`src/rtl/i2c_target_pkg.sv`:
```
// Shared types for the I2C target: protocol state encoding and the
// R/W bit value that selects a read transaction.
package i2c_target_pkg;

    typedef enum logic [2:0] {
        IDLE,
        ADDR,
        ACK,
        PTR,
        WDATA,
        RDATA,
        MACK,
        WAITSTOP
    } state_t;

    localparam logic I2C_RD = 1'b1;

endpackage

```
`src/rtl/i2c_line_cond.sv`:
```
// Conditions one asynchronous I2C line: 2-flop sync, optional 3-tap
// majority filter (I2C_TARGET_FILTER_EN), history flop, edge detection.
// Ports: clk_i, rst_i (async, active-high), i_line (raw pad sense),
//        o_level (clean level), o_rise / o_fall (1-clk edge strobes).
module i2c_line_cond
    import i2c_target_pkg::*;
(
    input  logic clk_i,
    input  logic rst_i,
    input  logic i_line,
    output logic o_level,
    output logic o_rise,
    output logic o_fall
);

    logic [1:0] r_sync;
    logic       r_hist;
    logic       w_level;

    // Lines idle high, so every flop resets to 1 to avoid a fake edge.
    always_ff @(posedge clk_i or posedge rst_i) begin
        if (rst_i) begin
            r_sync <= 2'b11;
        end else begin
            r_sync <= {r_sync[0], i_line};
        end
    end

`ifdef I2C_TARGET_FILTER_EN
    logic [1:0] r_tap;
    logic       r_filt;

    // Majority over the synced sample and two delayed copies; a single
    // clock pulse never reaches two votes. Adds 2 clocks of latency.
    always_ff @(posedge clk_i or posedge rst_i) begin
        if (rst_i) begin
            r_tap  <= 2'b11;
            r_filt <= 1'b1;
        end else begin
            r_tap  <= {r_tap[0], r_sync[1]};
            r_filt <= (r_sync[1] & r_tap[0]) |
                      (r_sync[1] & r_tap[1]) |
                      (r_tap[0]  & r_tap[1]);
        end
    end

    assign w_level = r_filt;
`else
    assign w_level = r_sync[1];
`endif

    always_ff @(posedge clk_i or posedge rst_i) begin
        if (rst_i) begin
            r_hist <= 1'b1;
        end else begin
            r_hist <= w_level;
        end
    end

    assign o_level = w_level;
    assign o_rise  = w_level & ~r_hist;
    assign o_fall  = ~w_level & r_hist;

endmodule

```
`src/rtl/i2c_target.sv`:
```
// I2C target with NREGS 8-bit registers behind an auto-incrementing
// pointer, shared with a Wishbone-style bus responder.
// Ports: clk_i, rst_i (async, active-high); scl_i, sda_i pad senses;
//        sda_o (0 = pull low, 1 = release); adr_i, dat_i, dat_o, we_i,
//        sel_i, stb_i, cyc_i, ack_o bus side; wr_irq STOP-after-write.
// Option: I2C_TARGET_FILTER_EN adds a glitch filter on SCL and SDA.
module i2c_target
    import i2c_target_pkg::*;
#(
    parameter logic [6:0] DEVADDR = 7'h1a,
    parameter int          NREGS   = 16
) (
    input  logic                     clk_i,
    input  logic                     rst_i,
    input  logic                     scl_i,
    input  logic                     sda_i,
    output logic                     sda_o,
    input  logic [$clog2(NREGS)-1:0] adr_i,
    input  logic [31:0]              dat_i,
    output logic [31:0]              dat_o,
    input  logic                     we_i,
    input  logic [3:0]               sel_i,
    input  logic                     stb_i,
    input  logic                     cyc_i,
    output logic                     ack_o,
    output logic                     wr_irq
);

    localparam int PW = $clog2(NREGS);

    logic w_scl, w_scl_rise, w_scl_fall;
    logic w_sda, w_sda_rise, w_sda_fall;
    logic w_start, w_stop;

    i2c_line_cond u_scl (
        .clk_i  (clk_i),
        .rst_i  (rst_i),
        .i_line (scl_i),
        .o_level(w_scl),
        .o_rise (w_scl_rise),
        .o_fall (w_scl_fall)
    );

    i2c_line_cond u_sda (
        .clk_i  (clk_i),
        .rst_i  (rst_i),
        .i_line (sda_i),
        .o_level(w_sda),
        .o_rise (w_sda_rise),
        .o_fall (w_sda_fall)
    );

    assign w_start = w_scl & w_sda_fall;
    assign w_stop  = w_scl & w_sda_rise;

    state_t        r_state, w_state_n;
    state_t        r_after, w_after_n;
    logic [3:0]    r_cnt, w_cnt_n;
    logic [7:0]    r_shift, w_shift_n;
    logic [PW-1:0] r_ptr, w_ptr_n;
    logic          r_sda, w_sda_n;
    logic          r_wrote, w_wrote_n;
    logic          r_irq, w_irq_n;
    logic          w_i2c_we;
    logic          r_ack;
    logic [31:0]   r_dat;
    logic [7:0]    r_regs [NREGS];
    logic          w_bus_req, w_bus_we;
    logic          w_unused;

    assign w_unused = ^{dat_i[31:8], sel_i[3:1]};

    always_ff @(posedge clk_i or posedge rst_i) begin
        if (rst_i) begin
            r_state <= IDLE;
            r_after <= IDLE;
            r_cnt   <= '0;
            r_shift <= '0;
            r_ptr   <= '0;
            r_sda   <= 1'b1;
            r_wrote <= 1'b0;
            r_irq   <= 1'b0;
        end else begin
            r_state <= w_state_n;
            r_after <= w_after_n;
            r_cnt   <= w_cnt_n;
            r_shift <= w_shift_n;
            r_ptr   <= w_ptr_n;
            r_sda   <= w_sda_n;
            r_wrote <= w_wrote_n;
            r_irq   <= w_irq_n;
        end
    end

    always_comb begin
        w_state_n = r_state;
        w_after_n = r_after;
        w_cnt_n   = r_cnt;
        w_shift_n = r_shift;
        w_ptr_n   = r_ptr;
        w_sda_n   = r_sda;
        w_wrote_n = r_wrote;
        w_irq_n   = 1'b0;
        w_i2c_we  = 1'b0;
        if (w_stop) begin
            w_state_n = IDLE;
            w_sda_n   = 1'b1;
            w_wrote_n = 1'b0;
            w_irq_n   = r_wrote;
        end else if (w_start) begin
            w_state_n = ADDR;
            w_cnt_n   = '0;
            w_sda_n   = 1'b1;
        end else begin
            unique case (r_state)
                IDLE, WAITSTOP: begin
                end
                ADDR, PTR, WDATA: begin
                    // r_cnt[3] marks a full byte waiting for the SCL fall
                    if (w_scl_rise && !r_cnt[3]) begin
                        w_shift_n = {r_shift[6:0], w_sda};
                        w_cnt_n   = r_cnt + 4'd1;
                        if (r_state == ADDR && r_cnt == 4'd7 &&
                            r_shift[6:0] != DEVADDR)
                            w_state_n = IDLE;
                    end else if (w_scl_fall && r_cnt[3]) begin
                        w_cnt_n   = '0;
                        w_sda_n   = 1'b0;
                        w_state_n = ACK;
                        w_after_n = WDATA;
                        if (r_state == ADDR) begin
                            w_after_n = (r_shift[0] == I2C_RD) ? RDATA : PTR;
                        end else if (r_state == PTR) begin
                            w_ptr_n = r_shift[PW-1:0];
                        end else begin
                            w_i2c_we  = 1'b1;
                            w_ptr_n   = r_ptr + 1'b1;
                            w_wrote_n = 1'b1;
                        end
                    end
                end
                ACK: begin
                    if (w_scl_fall) begin
                        w_cnt_n   = '0;
                        w_state_n = r_after;
                        if (r_after == RDATA) begin
                            w_shift_n = r_regs[r_ptr];
                            w_sda_n   = r_regs[r_ptr][7];
                        end else begin
                            w_sda_n = 1'b1;
                        end
                    end
                end
                RDATA: begin
                    if (w_scl_rise) begin
                        w_cnt_n = r_cnt + 4'd1;
                    end else if (w_scl_fall) begin
                        if (r_cnt[3]) begin
                            w_sda_n   = 1'b1;
                            w_ptr_n   = r_ptr + 1'b1;
                            w_cnt_n   = '0;
                            w_state_n = MACK;
                        end else begin
                            w_shift_n = {r_shift[6:0], 1'b0};
                            w_sda_n   = r_shift[6];
                        end
                    end
                end
                MACK: begin
                    // r_cnt = 1 records an initiator ACK until SCL falls
                    if (w_scl_rise) begin
                        if (w_sda) w_state_n = WAITSTOP;
                        else       w_cnt_n   = 4'd1;
                    end else if (w_scl_fall && r_cnt == 4'd1) begin
                        w_cnt_n   = '0;
                        w_state_n = RDATA;
                        w_shift_n = r_regs[r_ptr];
                        w_sda_n   = r_regs[r_ptr][7];
                    end
                end
            endcase
        end
    end

    assign w_bus_req = stb_i & cyc_i;
    assign w_bus_we  = w_bus_req & ~r_ack & we_i & sel_i[0];

    always_ff @(posedge clk_i or posedge rst_i) begin
        if (rst_i) begin
            r_ack <= 1'b0;
            r_dat <= '0;
        end else begin
            r_ack <= w_bus_req;
            if (w_bus_req) r_dat <= {24'h0, r_regs[adr_i]};
        end
    end

    // The I2C write is last so it wins a same-register collision.
    always_ff @(posedge clk_i or posedge rst_i) begin
        if (rst_i) begin
            for (int i = 0; i < NREGS; i++) r_regs[i] <= '0;
        end else begin
            if (w_bus_we) r_regs[adr_i] <= dat_i[7:0];
            if (w_i2c_we) r_regs[r_ptr] <= r_shift;
        end
    end

    assign sda_o  = r_sda;
    assign ack_o  = r_ack;
    assign dat_o  = r_dat;
    assign wr_irq = r_irq;

endmodule

```
`config.mk`:
```
export PLATFORM = sky130hd
export DESIGN_NAME = i2c_target
export DESIGN_NICKNAME = d
export VERILOG_FILES = /design/src/rtl/i2c_target_pkg.sv /design/src/rtl/i2c_line_cond.sv /design/src/rtl/i2c_target.sv
export SDC_FILE = /design/constraint.sdc
export NUM_CORES = 1
export LEC_CHECK = 0
export CAP_MARGIN = 20
export CORE_MARGIN = 4
export CORE_UTILIZATION = 50
export CTS_CLUSTER_DIAMETER = 50
export DETAILED_ROUTE_END_ITERATION = 10
export PLACE_DENSITY = 0.7
export RECOVER_POWER = 50
export SYNTH_ARGS = -nofsm -noshare
export SYNTH_HDL_FRONTEND = slang
export SYNTH_SLANG_ARGS = --single-unit
```
`constraint.sdc`:
```
create_clock -name clk_i -period 8.6 [get_ports clk_i]
set_input_delay 2.58 -clock clk_i [delete_from_list [all_inputs] [get_ports clk_i]]
set_output_delay 2.58 -clock clk_i [all_outputs]
set_load 0.03 [all_outputs]
```
# [Yosys cells after proc, flatten, opt, wreduce, memory -nomap -nowiden]
# Cells that the tools add are included.
[totals] output_inout_bits=35 elab_cells=208 reg_bits=168 input_bits=47
[op_classes] bitwise_logic=20 n_addsub=2 mux=84 n_eq_ne=44 n_reduce_logical=23 magnitude_cmp=4
[ops] operator="$bwmux 128" n=2
[ops] operator="$mux 128" n=2
[ops] operator="$mux 8" n=14
[ops] operator="$bmux 8 s4" n=2
[ops] operator="$demux 8 s4" n=2
[ops] operator="$mux 4" n=16
[ops] operator="$ne 4x4->1 const B" n=13
[ops] operator="$mux 3" n=15
[ops] operator="$pmux 8 s4" n=1
[ops] operator="$ne 2x2->1 const B" n=15
[ops] operator="$mux 1" n=26
[ops] operator="$reduce_and 9->1" n=2
[ops] operator="$pmux 4 s4" n=1
[ops] operator="$reduce_and 8->1" n=2
[ops] operator="$ne 5x5->1 const B" n=3
[ops] operator="$eq 3x3->1 const B" n=4
[ops] operator="$pmux 3 s4" n=1
[ops] operator="$reduce_and 11->1" n=1
[ops] operator="$and 1x1->1" n=10
[ops] operator="$ge 5x5->1 const B" n=2
[ops] operator="$lt 5x1->1 const B" n=2
[ops] operator="$not 4->5" n=2
[ops] operator="$add 4x1->4 const B" n=2
[ops] operator="$not 1->1" n=8
[ops] operator="other kinds (20)" n=29

# [Longest topological paths before layout]
[depth] ltp_word=9 depth_mapped=10 depth_no_buf=7

# [Hierarchy]
# A second synthesis with hierarchy kept.
[hier_totals] hier_cells=988 hier_area_um2=10615.2
[by_module_without_submodules] mod="i2c_target" instances=1 area_each_um2=10420.0 cells_each=976 seq_area_each_um2=4055.1
[by_module_without_submodules] mod="i2c_line_cond" instances=2 area_each_um2=97.6 cells_each=6 seq_area_each_um2=78.8

# [Worst setup path before layout]
# No wires, ideal clock.
[synth_path] kind="in2reg" start="input port adr_i[0]" end="register r_dat[2] (netlist: dat_o[2])" path_stages=7 setup_ps=131 arrival_time_ps=3857 slack_ps=4612 required_ps=8469 n_path_buf=2 cell_sequence="buf_2 buf_2 mux4_2 nand2_1 a21oi_1 a21oi_1 o21ai_0"
[synth_via] elab_chain_cells=4
[synth_lines] item="start: declaration" line_no="i2c_target.sv:18" text="input logic [$clog2(NREGS)-1:0] adr_i,"
[synth_lines] item="$not 4->5 (implied by the code)" line_no="i2c_target.sv:194" text="if (w_bus_req) r_dat <= {24'h0, r_regs[adr_i]};"
[synth_lines] item="$bmux 8 s4" line_no="i2c_target.sv:194"
[synth_lines] item="$mux 8 (implied by the code) (2 in series)" line_no="i2c_target.sv:194"
[synth_lines] item="end signal: assignment" line_no="i2c_target.sv:194"
[synth_lines] item="end: declaration" line_no="i2c_target.sv:66" text="logic [31:0] r_dat;"
# No other way between the ends. The select of a mux whose other input is x is not followed.
# A chain may end at the register's enable or synchronous reset.

==> impl_metrics.py <==
metrics = {
    "status": {
        "outcome": "finished, violations left",
        "failed_checks": "capacitance limit, slew limit",
    },
    "sta": {
        "final_max_slew_viol_count": 74,
        "fin_hold_ws_ns": 0.359,
        "finalCritPeriodShare_pct": 69.7,
        "clock_skew_ns": 0.00871,
        "maxSlewHeadroom_pct": -121,
        "fin_crit_ns": 5.99,
        "worst_pin_slew_ns": 3.30,
        "setup_viol": 0,
        "fmax_mhz": 167,
        "hold_viol": 0,
        "rsz0062_at_grt": "false",
        "timing.setup.tns_ns": 0,
    },
    "floorplan": {
        "die-area_mm2": 0.0240,
        "die_x_um": 155,
        "row_count": 53,
        "io_pins": 82,
        "chipHeight_um": 155,
        "core_area_mm2": 0.0211,
        "start_util_pct": 51.1,
    },
    "placement": {
        "dp_hpwl_mm": 19.8,
        "dp_cells": 1277,
        "routabilityCongestion": 0.868,
        "port_buffers": 30,
    },
    "cells_and_area": {
        "multi_input_area_mm2": 0.00601,
        "nets": 1080,
        "instances_no_fill": 1313,
        "most-common-layout-cells": "nand2_1 (163), mux2i_1 (160), dfrtp_1 (159)",
        "syn_to_final_growth_pct": 7.57,
        "nFillCells": 1832,
        "ff_latch_area_mm2": 0.00422,
        "layout-drive-gt1-share_pct": 13.7,
        "final_common_cell": "nand2_1",
        "diodes": 0,
        "final_util_pct": 55.0,
    },
    "critical_path": {
        "reg2reg_depth": 6,
        "cp_max_fo": 73,
        "cp.arrival_ns": 6.31,
        "end_kind": "asynchronous set/reset pin",
        "r2r-start": "u_scl.r_sync[1]$_DFF_PP1_",
        "critical_path_class": "in2async",
        "cp.required_ns": 8.92,
        "r2r_end": "r_regs[127]$_DFF_PP0_",
        "rrSetupSlack_ns": 5.33,
        "start_kind": "input port",
    },
    "yosys": {
        "synth_cells": 1048,
        "ys.flop_type": "dfrtp_1",
        "synth_cell_types": 70,
        "yosysSeqAreaShare_pct": 39.1,
        "syn_area_per_cell_um2": 10.3,
        "yosys.area.top_type": "dfrtp_1",
        "syn_area_mm2": 0.0108,
        "async_reset_ff_share_pct": 100,
        "yosys.area.top_type_share_pct": 37.4,
        "synth_edf_count": 0,
        "yosys-top-cells-area": "dfrtp_1 (37%), mux2i_1 (15%), mux4_2 (12%)",
        "synth-seq-cells": 168,
        "yosys_warnings": 0,
    },
    "clock_tree": {
        "h-tree-depth": 4,
        "root_buffer": "clkbuf_16",
        "insertion_delay_ns": 0.44,
        "cts-buffers-inserted": 17,
        "cts.sinks": 168,
        "path_clk_slew_ns": 0.07,
        "cts_max_path_buffers": 2,
        "cts_tree": "yes",
        "cts_resized": 0,
        "cts_hold_buf": 0,
        "post_cts_buffers": 0,
    },
    "hold_path": {
        "hold_depth": 0,
        "hold_class": "reg2reg",
        "hold_start": "u_sda.r_sync[0]$_DFF_PP1_",
        "holdPathEnd": "u_sda.r_sync[1]$_DFF_PP1_",
    },
    "routing": {
        "routed_wl_mm": 30.3,
        "post-route-drc-count": 0,
        "drt-initial-drc-count": 996,
        "drt_first_pass_iters": 5,
        "postRouteAntennaNets": 0,
        "dr_total_vias": 8308,
        "via_per_inst": 6.33,
        "wire_per_inst_um": 23.1,
    },
    "power": {
        "leakagePower_nw": 3.97,
        "power_density_mw_per_mm2": 203,
        "peakVddDrop_uv": 130,
        "power_w": 0.00236,
    },
    "global_routing": {
        "grt_pass1_wl_mm": 47.6,
        "grt_util_all_layers_pct": 25.9,
        "grt-ovfl-total": 0,
        "antenna_found_initial": 0,
        "grt_pass1_vias": 7988,
        "grt_max_degree": 74,
    },
    "job": {
        "drv_cap": 1,
    },
}
==> power breakdown <==
part / leakage [nW] / switching [W] / internal [W]
clock: 0.285 / 0.000339 / 0.000439
combinational: 2.03 / 0.000272 / 0.000200
sequential: 1.66 / 0.000239 / 0.000870
==> synthesized netlist by cell type (5+ instances only) <==
master    instances
nand2b_1          6
a21oi_1          33
o211ai_1          6
nand3_1          11
clkbuf_1         27
a31oi_1           6
nand2_1         163
inv_1            14
nor4_4            5
mux4_2           56
o21ai_0          96
ha_1              8
dfrtp_1         161
nor2b_1           9
buf_2            39
buf_4            30
mux2i_1         160
a22oi_1          16
nor2_1           34
dfstp_2           7
buf_1            10
nor3_1            8
o21ai_1          53
==> sequential cells by signal, summed over array words and instances (netlist names) <==
name / cells
r_after: 3
r_state: 3
r_ptr: 4
u_sda.r_hist: 1
ack_o: 1
r_cnt: 4
r_regs: 128
dat_o: 8
r_wrote: 1
r_shift: 8
u_scl.r_hist: 1
u_scl.r_sync: 2
sda_o: 1
u_sda.r_sync: 2
wr_irq: 1
==> critical path, stage by stage <==
cell and delay, ns:
dlygate4sd3_1 0.55, clkinvlp_2 1.86, clkbuf_2 1.27
==> cell families (layout without fill, tap and decap cells) <==
| logic type | count (synthesis) | in the layout | share of synthesized area [%] |
|---|---|---|---|
| adders and majority gates | 9 | 9 | 1.02 |
| DFF | 168 | 168 | 39.1 |
| and+or+nand+nor | 285 | 285 | 13.8 |
| buffers and inverters | 123 | 90 | 5.78 |
| muxes | 219 | 219 | 26.9 |
| AOI/OAI and AO/OA | 242 | 242 | 13.2 |
| xor gates and xnor gates | 1 | 1 | 0.255 |
| other | 1 | 24 | 0.0348 |
==> per-stage QoR <==
step,worst slack [ns],instance area [um^2]
6_report,2.61,11600
5_1_grt,1.92,11600
4_1_cts,3.81,11600
3_5_place_dp,3.36,11000
3_3_place_gp,3.42,11000
2_1_floorplan,1.48,10900
==> final cells by class <==
cell class                      instances  share of cell area [%]
Clock buffer                           19                    3.82
Clock inverter                         13                    1.23
Inverter                               17                   0.561
Multi-Input combinational cell        780                    51.9
Sequential cell                       168                    36.4
Tap cell                              275                    2.97
Timing Repair Buffer                   41                    3.19
==> layer usage <==
metal	global-route usage (%)	vias up	part of all wire, %
met5	0	-	0
met4	8.66	0	2.8
met3	7.11	55	10
met2	38.0	406	45
met1	37.5	4094	42
li1	-	3753	-
==> how the worst max path moves through the flow <==
stage,start,endpoint,slack [ns],cells past startpoint
floorplan,rst_i,ack_o$_DFF_PP0_,1.48,1
global placement,adr_i[0],r_regs[49]$_DFF_PP0_,3.42,6
detailed placement,adr_i[0],r_regs[52]$_DFF_PP0_,3.36,6
CTS,adr_i[0],r_regs[39]$_DFF_PP0_,3.81,6
global route,rst_i,r_regs[99]$_DFF_PP0_,1.92,3
finish,rst_i,r_regs[97]$_DFF_PP0_,2.61,3
(Power assumes the default switching activity.)
